**config.mk**
```make
export PLATFORM = sky130hd
export DESIGN_NAME = reaction_controller
export DESIGN_NICKNAME = d
export VERILOG_FILES = /design/src/rtl/reaction_pkg.sv /design/src/rtl/reaction_controller_ms_tick_gen.sv /design/src/rtl/reaction_controller.sv
export SDC_FILE = /design/constraint.sdc
export NUM_CORES = 1
export LEC_CHECK = 0
export CORE_MARGIN = 2
export CORE_UTILIZATION = 62
export CTS_BUF_LIST = sky130_fd_sc_hd__clkbuf_4
export DETAILED_ROUTE_END_ITERATION = 12
export PLACE_DENSITY = 0.92
export SLEW_MARGIN = 20
export SYNTH_ARGS = -nofsm -noshare
export SYNTH_HDL_FRONTEND = slang
export SYNTH_HIERARCHICAL = 1
export SYNTH_SLANG_ARGS = --single-unit
```
**constraint.sdc**
```tcl
create_clock -name clk -period 3.7 [get_ports clk]
set_clock_uncertainty 0.05 [all_clocks]
set_input_delay 1.11 -clock clk [delete_from_list [all_inputs] [get_ports clk]]
set_output_delay 1.11 -clock clk [all_outputs]
set_load 0.02 [all_outputs]
```
**src/rtl/reaction_pkg.sv**
```systemverilog
// Shared types and helpers for the reaction tester sequencer.
package reaction_pkg;

   typedef enum logic [2:0] {
      S_IDLE  = 3'd0,
      S_WAIT  = 3'd1,
      S_STIM  = 3'd2,
      S_DONE  = 3'd3,
      S_FALSE = 3'd4,
      S_TOUT  = 3'd5
   } state_t;

   // Feedback taps 16,14,13,11 of x^16 + x^14 + x^13 + x^11 + 1 (bit 16 = MSB)
   localparam logic [15:0] LFSR_TAPS = 16'hB400;

   // Clock cycles per millisecond
   function automatic int ms_div(input int freq);
      return freq / 1000;
   endfunction

   // One Fibonacci step: shift toward the MSB, XOR of the tapped bits enters at bit 0
   function automatic logic [15:0] lfsr_step(input logic [15:0] v);
      return {v[14:0], ^(v & LFSR_TAPS)};
   endfunction

endpackage

```
**src/rtl/reaction_controller_ms_tick_gen.sv**
```systemverilog
// Millisecond prescaler. A clear restarts the count in the same cycle, so the
// first tick after a clear lands exactly one millisecond of cycles later.
module ms_tick_gen
   import reaction_pkg::*;
#(
   parameter int FREQ = 100_000_000
) (
   input  logic clk,
   input  logic rst,
   input  logic clear,
   output logic tick
);

   localparam int               DIV   = ms_div(FREQ);
   localparam int               CNT_W = (DIV > 1) ? $clog2(DIV) : 1;
   localparam logic [CNT_W-1:0] TC    = CNT_W'(DIV - 1);

   logic [CNT_W-1:0] cnt_q;
   logic [CNT_W-1:0] cnt_eff;

   assign cnt_eff = clear ? '0 : cnt_q;
   assign tick    = (cnt_eff == TC);

   // Count 0..DIV-1 and wrap on the terminal count
   always_ff @(posedge clk or posedge rst) begin
      if (rst)
         cnt_q <= '0;
      else if (tick)
         cnt_q <= '0;
      else
         cnt_q <= cnt_eff + CNT_W'(1);
   end

endmodule

```
**src/rtl/reaction_controller.sv**
```systemverilog
// Reaction tester sequencer: random foreperiod, stimulus LED, latency in ms.
//
//   state  | meaning
//   -------+-----------------------------------------------
//   IDLE   | waiting for start after reset or abort
//   WAIT   | foreperiod running, LED off; press = false start
//   STIM   | LED on, counting reaction milliseconds
//   DONE   | valid result captured, waiting for next start
//   FALSE  | press during foreperiod, waiting for next start
//   TOUT   | no press within the timeout, waiting for next start
module reaction_controller
   import reaction_pkg::*;
#(
   parameter int          FREQ         = 100_000_000,
   parameter int          MIN_DELAY_MS = 1000,
   parameter int          RAND_BITS    = 10,
   parameter logic [15:0] LFSR_SEED    = 16'hACE1,
   parameter int          TIMEOUT_MS   = 9999,
   parameter int          RESULT_W     = 14
) (
   input  logic                clk,
   input  logic                rst,
   input  logic                start_pulse,
   input  logic                button_pulse,
   input  logic                abort,
   output logic                led,
   output logic                busy,
   output logic [RESULT_W-1:0] result_ms,
   output logic                result_valid,
   output logic                false_start,
   output logic                timeout,
   output logic [2:0]          state
);

   localparam int DELAY_W = $clog2(MIN_DELAY_MS + (2 ** RAND_BITS) + 1);

   state_t              state_q;
   logic [15:0]         lfsr_q;
   logic [DELAY_W-1:0]  delay_q;
   logic [RESULT_W-1:0] ms_count;
   logic [DELAY_W-1:0]  rand_ms;
   logic                entry_q;
   logic                tick;

   // entry_q is high in the first cycle of every newly entered state
   ms_tick_gen #(.FREQ(FREQ)) u_tick (
      .clk   (clk),
      .rst   (rst),
      .clear (entry_q),
      .tick  (tick)
   );

   if (RAND_BITS > 0) begin : g_rand
      assign rand_ms = DELAY_W'(lfsr_q[RAND_BITS-1:0]);
   end else begin : g_norand
      assign rand_ms = '0;
   end

   assign busy  = (state_q == S_WAIT) || (state_q == S_STIM);
   assign state = state_q;

   // Sequencer, LFSR and millisecond counters
   always_ff @(posedge clk or posedge rst) begin
      if (rst) begin
         state_q      <= S_IDLE;
         lfsr_q       <= LFSR_SEED;
         delay_q      <= '0;
         ms_count     <= '0;
         entry_q      <= 1'b0;
         led          <= 1'b0;
         result_ms    <= '0;
         result_valid <= 1'b0;
         false_start  <= 1'b0;
         timeout      <= 1'b0;
      end else begin
         lfsr_q       <= lfsr_step(lfsr_q);
         result_valid <= 1'b0;
         entry_q      <= 1'b0;
         if (abort) begin
            entry_q <= (state_q != S_IDLE);
            state_q <= S_IDLE;
            led     <= 1'b0;
         end else begin
            case (state_q)
               S_IDLE, S_DONE, S_FALSE, S_TOUT: begin
                  // a simultaneous button is dropped: start wins here
                  if (start_pulse) begin
                     state_q     <= S_WAIT;
                     entry_q     <= 1'b1;
                     delay_q     <= DELAY_W'(MIN_DELAY_MS) + rand_ms;
                     false_start <= 1'b0;
                     timeout     <= 1'b0;
                  end
               end
               S_WAIT: begin
                  // the press is checked first so it beats the final tick
                  if (button_pulse) begin
                     state_q     <= S_FALSE;
                     entry_q     <= 1'b1;
                     false_start <= 1'b1;
                  end else if (tick) begin
                     delay_q <= (delay_q != '0) ? delay_q - DELAY_W'(1) : '0;
                     if (delay_q <= DELAY_W'(1)) begin
                        state_q  <= S_STIM;
                        entry_q  <= 1'b1;
                        led      <= 1'b1;
                        ms_count <= '0;
                     end
                  end
               end
               S_STIM: begin
                  // a tick in the press cycle is not counted
                  if (button_pulse) begin
                     state_q      <= S_DONE;
                     entry_q      <= 1'b1;
                     led          <= 1'b0;
                     result_ms    <= ms_count;
                     result_valid <= 1'b1;
                  end else if (tick) begin
                     ms_count <= ms_count + RESULT_W'(1);
                     if (ms_count == RESULT_W'(TIMEOUT_MS - 1)) begin
                        state_q      <= S_TOUT;
                        entry_q      <= 1'b1;
                        led          <= 1'b0;
                        timeout      <= 1'b1;
                        result_ms    <= RESULT_W'(TIMEOUT_MS);
                        result_valid <= 1'b1;
                     end
                  end
               end
               default: begin
                  state_q <= S_IDLE;
                  led     <= 1'b0;
               end
            endcase
         end
      end
   end

endmodule
```
== Word-level counts from Yosys, hierarchy flattened ==
Cells that the tools add are included.
Storage, ports and cells
  bits in registers: 80
  latch bits: 0
  RAM bits: 0
  bits in read-only memories: 0
  logic and storage cells: 110
  memories: 0
Cells by class
  add/subtract/negate cells: 4
  multipliers: 0
  divide/modulo/power cells: 0
  magnitude comparators: 1
  eq/ne operators: 24
  shifts and indexed selects: 0
  mux-type cells: 51
  bitwise operators: 1
  reductions and logical operators: 18
Operators with widths (count)
  14-bit two-way mux: 8
  11-bit two-way mux: 4
  17-bit two-way mux: 2
  14-bit case mux with 2 select lines: 1
  3-bit two-way mux: 8
  1-bit two-way mux: 22
  11-bit case mux with 2 select lines: 1
  17-bit by 1-bit adder with 17-bit output (second input constant): 1
  17-bit equality test (second input constant): 1
  16-bit XOR reduction: 1
  14-bit by 1-bit adder with 14-bit output (second input constant): 1
  14-bit equality test (second input constant): 1
  2-bit != test (second input constant): 7
  6-bit AND reduction: 2
  10-bit by 10-bit adder with 11-bit output (first input constant): 1
  11-bit by 1-bit <= comparator with 1-bit output (second input constant): 1
  11-bit nonzero test: 1
  11-bit by 1-bit subtractor with 11-bit output (second input constant): 1
  5-bit AND reduction: 2
  2-bit nonzero test: 5
  3-bit != test (second input constant): 3
  3-bit case mux with 3 select lines: 1
  4-bit by 3-bit != test with 1-bit output (second input constant): 2
  4-bit != test (second input constant): 2
  14 further kinds: 20

== Logic depth before layout (Yosys ltp) ==
Gate-level depths: netlist of run 1.
  word-level depth: 6
  depth in mapped cells: 14
  mapped depth without buffers: 10

== By module ==
Netlist of run 1, hierarchy kept.
Modules (own cells, without submodules)
  reaction_controller: times used 1, cells each 337, area an instance 3342.0 sq um
  ms_tick_gen: times used 1, cells each 95, area an instance 945.9 sq um

== Least setup slack after synthesis of run 1 ==
OpenSTA, ideal clock, no wires.
  kind: reg2reg
  from: register entry_q
  to: register delay_q[0]
  setup time: 0.128 ns
  arrival time: 2.958 ns
  path slack: 0.565 ns
  cell stages (with the launch flop): 15
  period minus slack after synthesis: 3.135 ns
  path through: dfrtp_1 -> clkbuf_1 -> clkbuf_1 -> nor2b_1 -> ha_1 -> nand4_1 -> nor2_1 -> and4_1 -> buf_2 -> nand4bb_1 -> o221a_1 -> clkbuf_1 -> or2_1 -> buf_2 -> mux2_1
Between the ends
  longest elaborated chain between the ends: 4
Ends and longest elaborated chain
  start: declaration: line reaction_controller.sv:42  | logic entry_q;
  start signal: assignment: line reaction_controller.sv:80  | entry_q <= (state_q != S_IDLE);
  17-bit two-way mux: line reaction_controller_ms_tick_gen.sv:21  | assign cnt_eff = clear ? '0 : cnt_q;
  17-bit equality test: line reaction_controller_ms_tick_gen.sv:22  | assign tick = (cnt_eff == TC);
  via tick: line reaction_controller.sv:43  | logic tick;
  2-bit != test (no source line)
  5-bit AND reduction (no source line)
  end signal: assignment: line reaction_controller.sv:90  | delay_q <= DELAY_W'(MIN_DELAY_MS) + rand_ms;
  end signal: assignment: line reaction_controller.sv:102  | delay_q <= (delay_q != '0) ? delay_q - DELAY_W'(1) : '0;
  end: declaration: line reaction_controller.sv:39  | logic [DELAY_W-1:0] delay_q;
The timed path passes the listed nets, and every way through them passes these cells.
A chain may end at the register's enable or synchronous reset.

== Worst setup path in the final report of run 1 ==
  from: register state_q[0] (netlist: state[0])
  to: output busy
Between the ends
  longest elaborated chain between the ends: 2
Ends and longest elaborated chain
  start: declaration: line reaction_controller.sv:37  | state_t state_q;
  start signal: assignment: line reaction_controller.sv:65  | state_q <= S_IDLE;
  start signal: assignment: line reaction_controller.sv:81  | state_q <= S_IDLE;
  start signal: assignment: line reaction_controller.sv:88  | state_q <= S_WAIT;
  3-bit by 1-bit equality test with 1-bit output or 3-bit by 2-bit equality test with 1-bit output (tied branches): line reaction_controller.sv:59  | assign busy = (state_q == S_WAIT) || (state_q == S_STIM);
  1-bit logical OR *: line reaction_controller.sv:59
  end: declaration: line reaction_controller.sv:27  | output logic busy,
Every way passes the cells marked *; elsewhere a longest branch is shown, timed or not.

==> impl_metrics.yaml, run 1 <==
status:
  status: "completed"
timing:
  fmaxAchievable_mhz: 290
  layout_min_cycle_time_ps: 3450
  hold_violations: 0
  rsz0062_at_grt: "no"
  tns_ps: 0
  setup_viol: 0
  tightest_slew_ps: 722
  min_period_over_period_pct: 93.3
  maxSlewViolCount: 0
  slew_headroom_pct: 50.6
logic_synthesis:
  syn-cell-area_um2: 4290
  synth_cells: 432
  synthFlopType: "dfrtp_1"
  synth.area.top_cells: "dfrtp_1 42%, dfstp_2 4.9%, nor2_1 3.2%"
  synthArstFlopShare_pct: 100
  yosysUniqueCellTypes: 73
  ys_ff_latch: 80
  postSynthAreaPerCell_um2: 9.93
  yosysTopAreaCell: "dfrtp_1"
  synth_top_area_share_pct: 42.0
  ys_seq_area_share_pct: 46.9
  yosysMostFrequentCell: "dfrtp_1"
  syn_nets: 443
  synth_edf_count: 0
  yosysWarnings: 6
  synth.top_cells.by_count: "72 x dfrtp_1, 36 x nor2_1, 26 x nand2_1, 19 x nand3_1"
clock_network:
  cts_hold_buf: 0
  numCtsBuffers: 9
  cts-resized-gates: 0
  clock-sinks: 80
  clkLatencyLatePin_ps: 450
  cts-root-buf: "clkbuf_4"
  clkTransAtPathRegs_ps: 120
  postCtsSetupBuffers: 0
  max-clock-path-buffers: 2
  cts_tree: "yes"
  h-tree-depth: 3
pwr:
  p_int_mw: 1.73
  clockPowerShare_pct: 17.4
  p_per_area_nw_per_um2: 601
  power.total_mw: 2.89
  ir_drop_v: 0.000384
  switching_power_mw: 1.16
  combPwrFrac_pct: 41.7
  power_leakage_nw: 1.96
  p_sw_share_pct: 40.3
  seqPwrFrac_pct: 40.9
job:
  maxCapViolCount: 0
global_route:
  antenna_found_initial: 0
  grt_overflow: 0
  grt_max_degree: 37
  track_usage_pct: 27.3
  grt_pass1_wl_um: 16300
  grt_pass1_vias: 3378
detailed_routing:
  drt_iter0_markers: 326
  drt_pass1_iterations: 5
  ant_nets: 0
  routed.top_layer: "met4"
  routed_via_density: 6.70
  wl_met1_um: 4240
  met2_wirelength_um: 4720
  routed_wl_um: 9760
  vias: 3657
  wl_per_cell_um: 17.9
  route.detailed.drc: 0
  met3_wirelength_um: 553
worst_setup_path:
  crit_fanout: 11
  worst_setup_path_start_kind: "register"
  path_class: "register to output pin"
  worstPathRequired_ps: 2540
  r2r_start: "u_tick/cnt_q[0]"
  r2r_end: "delay_q[1]"
  rr_worst_depth: 9
  ff2ff_setup_slack_ps: 540
  critPathArrivalTime_ps: 2290
  critPathCaptureType: "output pin"
floorplan:
  initial_core_util_pct: 63.5
  row_count: 30
  die-area_um2: 7600
  io_pins: 27
  core-area_um2: 6760
  die_y_um: 87.2
  die_w_um: 87.2
hold_path:
  hold_depth: 0
  min_to: "lfsr_q[15]"
  min-delay-start: "lfsr_q[14]"
  hold_path_class: "register to register"
final_layout:
  drive_gt1_share_pct: 11.4
  layout.nets: 472
  postLayoutCoreUtil_pct: 71.2
  syn2layout_area_growth_pct: 12.1
  layout.cells.non_filler: 546
  diodes: 0
placement:
  io_buffers: 26
  hpwl_um: 6770
  gp_congestion: 0.908
  placed_cells: 530
## layout by cell type, fill, tap and decap left out, types with 10 or more instances in the layout
cell / count
dfrtp_1: 72
nor2_1: 36
nand2_1: 26
clkdlybuf4s50_1: 26
nand3_1: 19
inv_1: 17
nor4_1: 14
nor3_1: 13
buf_4: 13
xnor2_1: 12
a21oi_1: 11
o21ai_1: 10
## how the worst max path moves through the flow
| stage | start | endpoint | cells past startpoint |
|---|---|---|---|
| final | state[0] | busy | 3 |
| after global routing | state[0] | busy | 3 |
| after CTS | state[0] | busy | 3 |
| after detailed placement | button_pulse | ms_count[8] | 6 |
| after global placement | start_pulse | delay_q[1] | 5 |
| after floorplan | entry_q | delay_q[0] | 14 |
## final cells by class
class	count	area (µm²)
timing repair buffer	40	378
fill	484	1950
sequential	80	2010
clock inverter	7	62.6
inverter	19	71.3
tap	80	100
multi-input combinational	311	2120
clock buffer	9	67.6
## worst max-delay path: stages, from the launching register on
cell and delay (ps):
dfrtp_1 510, or3b_1 600, nand2_1 140, clkdlybuf4s50_1 610
## registers in the layout, summed over array words and instances (netlist names)
| register | count |
|---|---|
| u_tick/cnt_q | 17 |
| timeout | 1 |
| entry_q | 1 |
| led | 1 |
| false_start | 1 |
| ms_count | 14 |
| result_valid | 1 |
| delay_q | 11 |
| state | 3 |
| lfsr_q | 16 |
| result_ms | 14 |
## cells by family after synthesis
logic type / synth area share (%)
flops: 46.9
simple gates: 23.7
mux: 2.54
compound gates: 17.5
xor+xnor: 3.88
buf+inv: 3.71
fa+ha+maj: 1.75
## power by group through the flow
stage               Combinational, mW  Sequential (mW)  Clock, mW
global route                     1.30             1.21      0.554
floorplan                       0.747             1.25          0
CTS                              1.19             1.18      0.514
finish                           1.20             1.18      0.503
global placement                 1.17             1.19          0
detailed placement               1.19             1.20          0
## metrics by stage
stage | hold slack [ps] | worst slack, ps | area, µm²
after CTS | 324 | 250 | 4810
after floorplan | 283 | 565 | 4290
after global placement | 285 | 651 | 4680
final | 321 | 248 | 4810
after global routing | 335 | 171 | 4810
after detailed placement | 293 | 581 | 4680
## routing by layer
metal	global-route usage, %	vias to the layer above
met4	11.9	0
met2	43.0	167
met3	5.59	30
met1	36.6	1784
li1	-	1676
met5	0	-
(Power assumes the default switching activity.)
==> run 2: changes to the inputs <==
--- a/config.mk
+++ b/config.mk
@@ -9,7 +9,7 @@
 export CORE_UTILIZATION = 62
 export CTS_BUF_LIST = sky130_fd_sc_hd__clkbuf_4
 export DETAILED_ROUTE_END_ITERATION = 12
-export PLACE_DENSITY = 0.92
+export PLACE_DENSITY = 0.91
 export SLEW_MARGIN = 20
 export SYNTH_ARGS = -nofsm -noshare
 export SYNTH_HDL_FRONTEND = slang
==> impl_metrics.yaml, run 2 (synthesis gave the netlist of run 1 again) <==
detailed_routing:
  vias: 3649
  ant_nets: 0
  drt_pass1_iterations: 5
  drt_iter0_markers: 253
  wl_per_cell_um: 18.5
  route.detailed.drc: 0
  routed_via_density: 6.68
  routed_wl_um: 10100
final_layout:
  layout.nets: 472
  fill_cells: 461
  final_cell_mix: "72 x dfrtp_1, 36 x nor2_1, 26 x nand2_1, 26 x clkdlybuf4s50_1, 19 x nand3_1"
  drive_gt1_share_pct: 11.8
  top_regs: "u_tick/cnt_q: 17 flops, lfsr_q: 16 flops"
  syn2layout_area_growth_pct: 13.4
  design_area_um2: 4860
  top_register: "u_tick/cnt_q"
  final_common_cell: "dfrtp_1"
  largest_reg_flops: 17
  postLayoutCoreUtil_pct: 71.9
  layout.cells.non_filler: 546
  diodes: 0
timing:
  hold_violations: 0
  slew_headroom_pct: 52.2
  min_period_over_period_pct: 89.9
  rsz0062_at_grt: "no"
  setup_slack_ps: 373
  layout_min_cycle_time_ps: 3330
  tightest_slew_ps: 699
  maxSlewViolCount: 0
  tns_ps: 0
  setup_viol: 0
  fmaxAchievable_mhz: 301
  whs_ps: 335
worst_setup_path:
  critPathArrivalTime_ps: 2170
  worst_setup_path_start_kind: "register"
  crit_fanout: 15
  critPathCaptureType: "output pin"
  worstPathRequired_ps: 2540
  path_class: "register to output pin"
pwr:
  combPwrFrac_pct: 39.3
  clockPowerShare_pct: 21.6
  power_leakage_nw: 1.99
  ir_drop_v: 0.000408
  seqPwrFrac_pct: 39.1
  p_int_mw: 1.88
  p_per_area_nw_per_um2: 631
  switching_power_mw: 1.19
  power.total_mw: 3.07
  p_sw_share_pct: 38.7
floorplan:
  core-area_um2: 6760
  die-area_um2: 7600
  die_y_um: 87.2
  row_count: 30
  io_pins: 27
  die_w_um: 87.2
  initial_core_util_pct: 63.5
clock_network:
  max-clock-path-buffers: 2
  cts_hold_buf: 0
  cts-root-buf: "clkbuf_4"
  numCtsBuffers: 9
  postCtsSetupBuffers: 0
  h-tree-depth: 3
  cts_tree: "yes"
  cts-resized-gates: 0
  clock-sinks: 80
  clkTransAtPathRegs_ps: 130
  clkLatencyLatePin_ps: 440
placement:
  placed_area_um2: 4680
  hpwl_um: 6830
  placed_cells: 530
  place_ws_ps: 623
  io_buffers: 26
  gp_congestion: 0.896
global_route:
  grt_overflow: 0
  antenna_found_initial: 0
  grt_max_degree: 64
  track_usage_pct: 28.7
  grt_pass1_vias: 3540
  grt_pass1_wl_um: 17100
status:
  status: "completed"
hold_path:
  hold_path_class: "register to register"
job:
  maxCapViolCount: 0
run 2: cell types whose count changed in the layout (fill, tap and decap cells not counted):
cell,before,now
bufinv_16,1,3
clkinv_1,3,1
clkbuf_4,9,10
clkinvlp_4,1,0
run 2: final cells by class:
| type | instances | area [µm²] | area share (%) |
|---|---|---|---|
| inverter | 19 | 71.3 | 1.47 |
| timing repair buffer | 40 | 378 | 7.77 |
| tap | 80 | 100 | 2.06 |
| multi-input combinational | 311 | 2120 | 43.6 |
| sequential | 80 | 2010 | 41.4 |
| clock inverter | 6 | 108 | 2.21 |
| clock buffer | 10 | 75.1 | 1.54 |
run 2: critical path, cell delays in order (launching register included):
cell	delay, ps
dfrtp_1	550
or3b_1	470
nand2_1	110
clkdlybuf4s50_1	600
run 2: per-layer routing:
metal / track usage, % / routed length [µm]
met1: 38.9 / 4320
met2: 46.3 / 4900
met3: 3.79 / 627
met4: 12.4 / 257
met5: 0 / 0
run 2: worst paths after layout:
path                       slack [ps]  cells after the start            start                to
hold reg to reg                   330                      0       lfsr_q[14]        lfsr_q[15]
setup / recovery                  370                      3         state[2]              busy
setup reg to reg                  570                      9  u_tick/cnt_q[0]       ms_count[5]
hold / removal                    330                      0       lfsr_q[14]        lfsr_q[15]
min in group asynchronous        1010                      3              rst           entry_q
max in group asynchronous        2110                      2              rst  u_tick/cnt_q[12]
run 2: power by group through the flow:
stage          Sequential (mW)  Combinational (mW)  Clock, mW
6_report                  1.20                1.21      0.663
5_1_grt                   1.23                1.31      0.695
4_1_cts                   1.20                1.20      0.666
3_5_place_dp              1.22                1.19          0
3_3_place_gp              1.20                1.15          0
2_1_floorplan             1.25               0.747          0
==> run 3: changes to the inputs <==
--- a/config.mk
+++ b/config.mk
@@ -5,11 +5,14 @@
 export SDC_FILE = /design/constraint.sdc
 export NUM_CORES = 1
 export LEC_CHECK = 0
+export CELL_PAD_IN_SITES_DETAIL_PLACEMENT = 1
+export CELL_PAD_IN_SITES_GLOBAL_PLACEMENT = 2
 export CORE_MARGIN = 2
-export CORE_UTILIZATION = 62
+export CORE_UTILIZATION = 40
 export CTS_BUF_LIST = sky130_fd_sc_hd__clkbuf_4
 export DETAILED_ROUTE_END_ITERATION = 12
-export PLACE_DENSITY = 0.91
+export PLACE_DENSITY = 0.9
+export SKIP_LAST_GASP = 1
 export SLEW_MARGIN = 20
 export SYNTH_ARGS = -nofsm -noshare
 export SYNTH_HDL_FRONTEND = slang
==> impl_metrics.yaml, run 3 (synthesis gave the netlist of run 1 again) <==
status:
  status: "completed"
clock_network:
  clkTransAtPathRegs_ps: 130
  clock-sinks: 80
  postCtsSetupBuffers: 0
  cts-root-buf: "clkbuf_4"
  cts_tree: "yes"
  numCtsBuffers: 9
  clkLatencyLatePin_ps: 450
  cts-resized-gates: 0
  h-tree-depth: 3
  cts_hold_buf: 0
  max-clock-path-buffers: 2
worst_setup_path:
  path_buf_inv: 0
  critPathArrivalTime_ps: 3680
  slowest_delay_ps: 570
  worstPathRequired_ps: 4020
  cpLargestDelayFamily: "simple AND/OR/NAND/NOR gates"
  crit_fanout: 12
  worst_setup_path_start_kind: "register"
  path_common_cell: "or3b_1"
  worst_path_max_delay_cell: "or3b_1"
  crit_chain: "nor2b_1, ha_1, nand4_1, nor2_1, and4_1, or3b_1, nor4_1, or3b_1, o21ai_1"
  critPathCaptureType: "register"
  path_class: "register to register"
global_route:
  grt_max_degree: 39
  grt_pass1_vias: 3687
  track_usage_pct: 21.2
  grt_pass1_wl_um: 19100
  antenna_found_initial: 0
  grt_overflow: 0
timing:
  tightest_slew_ps: 775
  tns_ps: 0
  maxSlewViolCount: 0
  setup_viol: 0
  fmaxAchievable_mhz: 298
  rsz0062_at_grt: "no"
  whs_ps: 323
  hold_violations: 0
  layout_min_cycle_time_ps: 3360
  min_period_over_period_pct: 90.8
  slew_headroom_pct: 47.0
final_layout:
  layout.cells.non_filler: 601
  top_regs: "u_tick/cnt_q: 17 flops, lfsr_q: 16 flops"
  final_cell_mix: "72 x dfrtp_1, 36 x nor2_1, 26 x nand2_1, 26 x clkdlybuf4s50_1, 19 x nand3_1"
  drive_gt1_share_pct: 11.6
  top_register: "u_tick/cnt_q"
  syn2layout_area_growth_pct: 14.9
  layout.nets: 471
  diodes: 0
  design_area_um2: 4930
  final_common_cell: "dfrtp_1"
  largest_reg_flops: 17
floorplan:
  core-area_um2: 10400
  io_pins: 27
  die_y_um: 108
  die_w_um: 108
  row_count: 37
  initial_core_util_pct: 41.3
  die-area_um2: 11600
detailed_routing:
  drt_pass1_iterations: 4
  routed_via_density: 5.76
  drt_iter0_markers: 206
  routed_wl_um: 11200
  ant_nets: 0
  wl_per_cell_um: 18.6
  vias: 3460
  route.detailed.drc: 0
pwr:
  power_leakage_nw: 1.98
  ir_drop_v: 0.000283
  seqPwrFrac_pct: 39.1
  p_sw_share_pct: 39.2
  p_per_area_nw_per_um2: 626
  combPwrFrac_pct: 39.5
  p_int_mw: 1.87
  switching_power_mw: 1.21
  clockPowerShare_pct: 21.4
placement:
  gp_congestion: 0.861
  hpwl_um: 7930
  io_buffers: 26
  placed_cells: 585
  placed_area_um2: 4740
job:
  maxCapViolCount: 0
hold_path:
  hold_path_class: "register to register"
[run 3: cell types whose count changed in the layout (fill, tap and decap cells not counted), sizes merged]
| cell | previous run | this run |
|---|---|---|
| clkinvlp | 0 | 2 |
| inv | 19 | 20 |
| clkbuf | 10 | 9 |
| buf | 14 | 13 |
| clkinv | 3 | 1 |
[run 3: power groups by stage]
stage	logic [mW]	clock network [mW]	registers, mW
finish	1.22	0.660	1.20
detailed placement	1.22	0	1.22
global placement	1.19	0	1.21
global route	1.34	0.717	1.23
floorplan	0.747	0	1.25
CTS	1.23	0.680	1.21
[run 3: layout make-up]
| cell class | count | area [µm²] |
|---|---|---|
| Tap cell | 136 | 170 |
| Multi-Input combinational cell | 311 | 2120 |
| Clock inverter | 7 | 118 |
| Clock buffer | 9 | 67.6 |
| Sequential cell | 80 | 2010 |
| Timing Repair Buffer | 39 | 370 |
| Inverter | 19 | 71.3 |
| Fill cell | 1174 | 5440 |
[run 3: path summary, 6_finish.rpt]
check / slack (ps) / start / to / cells past startpoint
max: 340 / u_tick/cnt_q[0] / ms_count[8] / 9
min reg2reg: 320 / lfsr_q[14] / lfsr_q[15] / 0
min in group asynchronous: 1010 / rst / result_ms[2] / 2
min: 320 / lfsr_q[14] / lfsr_q[15] / 0
max in group asynchronous: 1920 / rst / lfsr_q[15] / 3
max reg2reg: 340 / u_tick/cnt_q[0] / ms_count[8] / 9
[run 3: stage by stage]
stage | total power [mW] | utilization, % | setup slack (ps)
2_1_floorplan | 2.00 | - | 565
3_3_place_gp | 2.40 | 45.7 | 421
3_5_place_dp | 2.44 | 45.7 | 326
4_1_cts | 3.11 | 47.5 | 301
5_1_grt | 3.29 | 47.5 | 87.0
6_report | 3.08 | 47.5 | 339
[run 3: metal layers]
| metal | track usage, % | part of all wire, % |
|---|---|---|
| met1 | 27.3 | 46 |
| met2 | 35.9 | 49 |
| met3 | 4.30 | 2.5 |
| met4 | 6.59 | 1.9 |
| met5 | 0 | 0 |
